===== src/rtl/seven_segment_pkg.sv =====
// Shared constants and types for the four-digit seven-segment scanner:
// segment bit positions, blank patterns and the active-low hex font.
package seven_segment_pkg;

  localparam int NUM_DIGITS = 4;

  localparam int SEG_A  = 0;
  localparam int SEG_B  = 1;
  localparam int SEG_C  = 2;
  localparam int SEG_D  = 3;
  localparam int SEG_E  = 4;
  localparam int SEG_F  = 5;
  localparam int SEG_G  = 6;
  localparam int SEG_DP = 7;

  localparam logic [7:0]            BLANK_DATA   = 8'hFF;
  localparam logic [NUM_DIGITS-1:0] BLANK_ENABLE = 4'b1111;

  // Active-low {dp,g,f,e,d,c,b,a}, dp off; entry n sits at FONT[n].
  localparam logic [15:0][7:0] FONT = {
    8'h8E, 8'h86, 8'hA1, 8'hC6, 8'h83, 8'h88, 8'h90, 8'h80,
    8'hF8, 8'h82, 8'h92, 8'h99, 8'hB0, 8'hA4, 8'hF9, 8'hC0
  };

  typedef struct packed {
    logic [4*NUM_DIGITS-1:0] value;
    logic [NUM_DIGITS-1:0]   mask;
    logic [NUM_DIGITS-1:0]   dp;
  } display_t;

endpackage


===== src/rtl/seven_segment_scanner_if.sv =====
// Bundle of the load inputs and display pins of the seven-segment scanner.
interface seven_segment_scanner_if;
  import seven_segment_pkg::*;

  logic [4*NUM_DIGITS-1:0] value;
  logic [NUM_DIGITS-1:0]   digitMask;
  logic [NUM_DIGITS-1:0]   decimalPoints;
  logic                    loadStrobe;
  logic [7:0]              sevenSegmentData;
  logic [NUM_DIGITS-1:0]   sevenSegmentEnable;
  logic                    frameStart;

  modport master (
    output value, digitMask, decimalPoints, loadStrobe,
    input  sevenSegmentData, sevenSegmentEnable, frameStart
  );

  modport slave (
    input  value, digitMask, decimalPoints, loadStrobe,
    output sevenSegmentData, sevenSegmentEnable, frameStart
  );

endinterface


===== src/rtl/hex_to_segments.sv =====
// Combinational nibble-to-segment converter; output is active-low with the
// decimal point driven low when dp is requested.
module hex_to_segments
  import seven_segment_pkg::*;
(
  input  logic [3:0] nibble,
  input  logic       dp,
  output logic [7:0] segments
);

  always_comb begin
    segments         = FONT[nibble];
    segments[SEG_DP] = ~dp;
  end

endmodule


===== src/rtl/seven_segment_scanner.sv =====
// Time-multiplexed four-digit display driver: shadow-loads a value on a strobe,
// commits it at frame boundaries and scans one digit per SCAN_DIV cycles.
module seven_segment_scanner
  import seven_segment_pkg::*;
#(
  parameter int SCAN_DIV = 100000
) (
  input  logic                    clk,
  input  logic                    reset,
  seven_segment_scanner_if.slave  bus
);

  localparam int DIV_W = $clog2(SCAN_DIV);

  logic [DIV_W-1:0] divCount;
  logic [1:0]       digitIndex;
  logic             pendingFlag;
  display_t         pending_q;
  display_t         active_q;
  display_t         load_in;
  logic             tick;
  logic             boundary;
  logic             boundary_d;

  logic [3:0]            cur_nibble;
  logic                  cur_dp;
  logic                  cur_lit;
  logic [7:0]            cur_segments;
  logic [7:0]            data_next;
  logic [NUM_DIGITS-1:0] enable_next;

  assign load_in  = '{value: bus.value, mask: bus.digitMask, dp: bus.decimalPoints};
  assign tick     = (divCount == DIV_W'(SCAN_DIV - 1));
  assign boundary = tick && (digitIndex == 2'd3);

  // NOTE: sequential state uses non-blocking assignments so every register
  // in the design samples the pre-edge values of its neighbours.
  always_ff @(posedge clk) begin
    if (reset) begin
      divCount   <= '0;
      digitIndex <= '0;
    end else begin
      divCount <= tick ? '0 : divCount + 1'b1;
      if (tick) digitIndex <= digitIndex + 2'd1;
    end
  end

  // NOTE: pending/active are reset explicitly: a cleared mask is what blanks
  // the display, and a mid-scan reset must discard whatever was pending.
  always_ff @(posedge clk) begin
    if (reset) begin
      pending_q   <= '0;
      active_q    <= '0;
      pendingFlag <= 1'b0;
    end else begin
      if (bus.loadStrobe) pending_q <= load_in;
      if (boundary) begin
        // A strobe landing on the boundary bypasses the pending stage.
        if (bus.loadStrobe)    active_q <= load_in;
        else if (pendingFlag)  active_q <= pending_q;
        pendingFlag <= 1'b0;
      end else if (bus.loadStrobe) begin
        pendingFlag <= 1'b1;
      end
    end
  end

  always_comb begin
    cur_nibble = active_q.value[{digitIndex, 2'b00} +: 4];
    cur_dp     = active_q.dp[digitIndex];
    cur_lit    = active_q.mask[digitIndex];
  end

  hex_to_segments u_font (
    .nibble   (cur_nibble),
    .dp       (cur_dp),
    .segments (cur_segments)
  );

  // NOTE: defaults come first so every path assigns both outputs and no
  // latch is inferred.
  always_comb begin
    data_next   = BLANK_DATA;
    enable_next = BLANK_ENABLE;
    if (cur_lit) begin
      data_next   = cur_segments;
      enable_next = ~(NUM_DIGITS'(1) << digitIndex);
    end
  end

  // frameStart trails the boundary by two edges so it lines up with the
  // registered enable switching to digit 0.
  always_ff @(posedge clk) begin
    if (reset) begin
      bus.sevenSegmentData   <= BLANK_DATA;
      bus.sevenSegmentEnable <= BLANK_ENABLE;
      bus.frameStart         <= 1'b0;
      boundary_d             <= 1'b0;
    end else begin
      bus.sevenSegmentData   <= data_next;
      bus.sevenSegmentEnable <= enable_next;
      boundary_d             <= boundary;
      bus.frameStart         <= boundary_d;
    end
  end

endmodule


===== src/flat_wrapper.sv =====
// flat-port wrapper written by rule: the top's interface ports become plain ports
module seven_segment_scanner_flat import seven_segment_pkg::*;
#(
  parameter int SCAN_DIV = 100000
)
  (clk, reset, bus_value, bus_digitMask, bus_decimalPoints, bus_loadStrobe, bus_sevenSegmentData, bus_sevenSegmentEnable, bus_frameStart);
  seven_segment_scanner_if bus_i ();
  input  logic clk;
  input  logic reset;
  input wire logic [$bits(bus_i.value)-1:0] bus_value;
  input wire logic [$bits(bus_i.digitMask)-1:0] bus_digitMask;
  input wire logic [$bits(bus_i.decimalPoints)-1:0] bus_decimalPoints;
  input wire logic [$bits(bus_i.loadStrobe)-1:0] bus_loadStrobe;
  output wire logic [$bits(bus_i.sevenSegmentData)-1:0] bus_sevenSegmentData;
  output wire logic [$bits(bus_i.sevenSegmentEnable)-1:0] bus_sevenSegmentEnable;
  output wire logic [$bits(bus_i.frameStart)-1:0] bus_frameStart;
  assign bus_i.value = bus_value;
  assign bus_i.digitMask = bus_digitMask;
  assign bus_i.decimalPoints = bus_decimalPoints;
  assign bus_i.loadStrobe = bus_loadStrobe;
  assign bus_sevenSegmentData = bus_i.sevenSegmentData;
  assign bus_sevenSegmentEnable = bus_i.sevenSegmentEnable;
  assign bus_frameStart = bus_i.frameStart;
  seven_segment_scanner #(.SCAN_DIV(SCAN_DIV)) u_core (.clk(clk), .reset(reset), .bus(bus_i));
endmodule

===== config.mk =====
export PLATFORM = sky130hd
export DESIGN_NAME = seven_segment_scanner_flat
export DESIGN_NICKNAME = d
export VERILOG_FILES = /design/src/rtl/seven_segment_pkg.sv /design/src/rtl/seven_segment_scanner_if.sv /design/src/rtl/hex_to_segments.sv /design/src/rtl/seven_segment_scanner.sv /design/src/flat_wrapper.sv
export SDC_FILE = /design/constraint.sdc
export NUM_CORES = 1
export LEC_CHECK = 0
export ABC_CLOCK_PERIOD_IN_PS = 2300
export CAP_MARGIN = 20
export CORE_ASPECT_RATIO = 1.2
export CORE_MARGIN = 1.5
export CORE_UTILIZATION = 56
export DETAILED_ROUTE_END_ITERATION = 8
export PLACE_DENSITY = 0.79
export SYNTH_ARGS = -nofsm -noshare
export SYNTH_HDL_FRONTEND = slang
export SYNTH_SLANG_ARGS = --single-unit

===== constraint.sdc =====
create_clock -name clk -period 2.3 [get_ports clk]
set_clock_uncertainty 0.05 [all_clocks]
set_input_delay 0.575 -clock clk [delete_from_list [all_inputs] [get_ports clk]]
set_output_delay 0.575 -clock clk [all_outputs]
set_load 0.005 [all_outputs]

==> metrics.yaml <==
final-hold-violation-count: 0
syn_nets: 367
critPathArrivalTime_ns: 2.26
synthesis.area_um2: 3573
tritoncts_clock_tree: "built"
slew_violations: 0
layout.filler_cells: 486
syn_area_per_cell_um2: 10.86
route.detailed.drc: 0
die_h_um: 90.51
antenna_found_initial: 0
post_synth_main_area_contributors: "dfxtp_1, mux2_4, mux2i_1"
synth_cells: 329
postCtsSetupBuffers: 0
fp.dieW_um: 75.92
tritoncts.num_buffers: 9
run_status: "complete, no violations"
nNetsFinal: 409
endpoint_kind: "flip-flop"
critPathMaxStageDelay_ns: 0.62
setup_ws_ns: 0.1761
criticalPathCategory: "flip-flop to flip-flop"
start_util: 0.5868
worst_hold_slack_ns: 0.3935
cts-root-to-sink-buffers: 2
max-slew-margin-rel: 0.4705
rsz_0062_raised_after_global_routing: "false"
setup_viol_count_final: 0
reg2reg_setup_slack_ns: 0.18
fin_tns_setup_ns: 0
core-area_um2: 6090
drive_above_1_share: 0.1497
postSynthRegisterBits: 82
initialDrtViolationCount: 59
cp_cell_sequence: "mux4_2, inv_1, ha_1, nor2_1, nand3b_1, o211ai_1"
critPathRequiredTime_ns: 2.43
finalWeightedCongestion: 0.8903
io-pin-count: 40
drt_first_pass_iters: 4
ys_warn_count: 0
maxClockFrequency_ghz: 0.4708
first_pass_grt_wire_length_um: 11520
yosysUniqueCellTypes: 46
grt_overflow_total: 0
numClockSinks: 82
clock_latency_ns: 0.35
final_min_period_over_clock_period: 0.9235
clk_pin_slew_ns: 0.08
post-place-ws_ns: 0.1509
syn_to_final_growth_pct: 17.61
critical_path_startpoint_category: "flip-flop"
tot_gr_track_use: 0.2085
io_buffers: 39
holdCritPathClass: "flip-flop to flip-flop"
first_global_vias: 2542
critical_path.slowest_cell: "mux4_2"
drt_wl_total_um: 6501
max_slew.worst_pin.slew_ns: 0.7926
fraction_of_the_yosys_area_taken_by_sequential_cells: 0.4594
post-route-min-period_ns: 2.124
placed_cells: 442
timing.critical_path.max_delay_family: "multiplexers"
total_leakage_power_nw: 1.616
cp_num_buf_inv: 1
yosys.area.top_type_share: 0.4594
cts_root_buffer: "clkbuf_8"
grt_start_max_net_pins: 38
synth_area_leader_cell: "dfxtp_1"
vias: 2419
post_cts.resized_instances: 0
finalNonFillerCells: 456
cts_max_level: 3
vdd_ir_drop_max_mv: 0.4415
hpwl_um: 4456
power_density_nw_per_um2: 591.2
std_cell_rows: 31
vias_per_inst: 5.305
number_of_max_capacitance_violations_reported: 0
antennaDiodeCount: 0
avgRoutedWirePerCell_um: 14.26
critical_path.max_fanout: 5
floorplan.die_area_um2: 6871
hold_buffers: 0
postRouteAntennaNets: 0
[report_power, final]
| group | switching [mW] | internal (mW) |
|---|---|---|
| Combinational | 0.0646 | 0.0756 |
| Clock | 0.478 | 0.406 |
| Sequential | 0.0111 | 1.45 |
| Total | 0.554 | 1.93 |
[worst reg2reg max path: stages, from the launching register on]
cell and delay (ns):
dfxtp_1 0.51, mux4_2 0.62, inv_1 0.17, ha_1 0.26, nor2_1 0.14, nand3b_1 0.12
o211ai_1 0.09
[worst paths after layout]
| check | endpoint | depth (start not counted) | from |
|---|---|---|---|
| worst max-delay path | u_core.bus.sevenSegmentData[1]$_SDFF_PP1_ | 6 | u_core.digitIndex[0]$_SDFFE_PP0P_ |
| worst min-delay path | u_core.bus.frameStart$_SDFF_PP0_ | 1 | u_core.boundary_d$_SDFF_PP0_ |
| worst min register to register | u_core.bus.frameStart$_SDFF_PP0_ | 1 | u_core.boundary_d$_SDFF_PP0_ |
| worst max register to register | u_core.bus.sevenSegmentData[1]$_SDFF_PP1_ | 6 | u_core.digitIndex[0]$_SDFFE_PP0P_ |
[stage by stage]
step                        util  power [mW]  area, um^2
final                     0.6902       2.485        4203
after global routing      0.6902       2.561        4203
after global placement    0.6641       1.629        4044
after detailed placement  0.6641       1.633        4044
after floorplan                -       1.565        3573
after CTS                 0.6902       2.494        4203
[cells by family (layout without fill, tap and decap cells)]
kind of cell             Yosys count  in the layout  synth area share
multiplexers                      55             55            0.2045
XOR/XNOR                          12             12           0.02941
AO/OA/AOI/OAI                     27             27           0.05112
adder cells (fa/ha/maj)           11             11           0.03851
AND/OR/NAND/NOR                  115            115            0.1758
buffers and inverters             27             72           0.04132
flip-flops                        82             82            0.4594
[layout by cell type (no fill, tap or decap), types with 2 or more instances in the layout]
cell type,synthesis,routed
nand3_1,7,7
mux2_1,4,4
ha_1,11,11
or4_1,2,2
nor2b_1,29,29
a21oi_1,8,8
clkdlybuf4s50_1,0,38
and3_1,2,2
mux4_2,6,6
nand2_1,11,11
o221ai_1,4,4
a211oi_1,2,2
o21ai_0,3,3
mux2i_1,25,25
clkinv_2,0,2
nand4_1,4,4
buf_4,0,7
o21ai_1,2,2
xnor2_1,9,9
o31ai_1,2,2
buf_12,2,2
xor2_1,3,3
or3_1,2,2
nor4_1,4,4
dfxtp_1,82,82
inv_1,10,10
nor2_1,42,42
clkbuf_8,0,10
mux2_4,20,20
[area by class of cell]
type / count / area [um^2] / share of cell area
clock inverters: 3 / 17.52 / 0.004168
multi-input cells: 220 / 1784 / 0.4245
inverters: 10 / 37.54 / 0.008931
repair buffers: 48 / 478.0 / 0.1137
flip-flops and latches: 82 / 1642 / 0.3906
well taps: 82 / 102.6 / 0.02441
clock buffers: 11 / 141.4 / 0.03364
[routing by layer]
layer	track usage	vias up	routed length, um	share of wire
li1	-	1218	-	-
met1	0.2446	1148	2884	0.44
met2	0.3664	43	3308	0.51
met3	0.03434	10	176	0.027
met4	0.1049	0	133	0.020
met5	0	-	0	0
[state kept, by name, indices dropped and copies added, names as in the netlist]
register                       flops
u_core.bus.sevenSegmentData        8
u_core.pending_q                  24
u_core.active_q                   24
u_core.pendingFlag                 1
u_core.boundary_d                  1
u_core.divCount                   17
u_core.digitIndex                  2
u_core.bus.sevenSegmentEnable      4
u_core.bus.frameStart              1
[cells in the mapped netlist, drive strengths merged]
cell / count
nor4: 4
nand3b: 1
ha: 11
a21oi: 8
a31oi: 1
nor4b: 1
and3: 2
or4: 3
and2: 1
o21ai: 5
o221ai: 4
xnor2: 9
a211oi: 2
xor2: 3
mux2i: 25
nor2: 42
o21bai: 2
mux4: 6
nor3: 2
dfxtp: 82
mux2: 24
clkbuf: 9
o2bb2ai: 1
nor2b: 29
nand2: 11
o31ai: 2
buf: 8
o211ai: 1
inv: 10
or2: 1
nand2b: 1
o2111a: 1
nand3: 9
nand4bb: 1
nand4: 4
or3: 3
No activity file was read; power rests on OpenSTA's default activity.
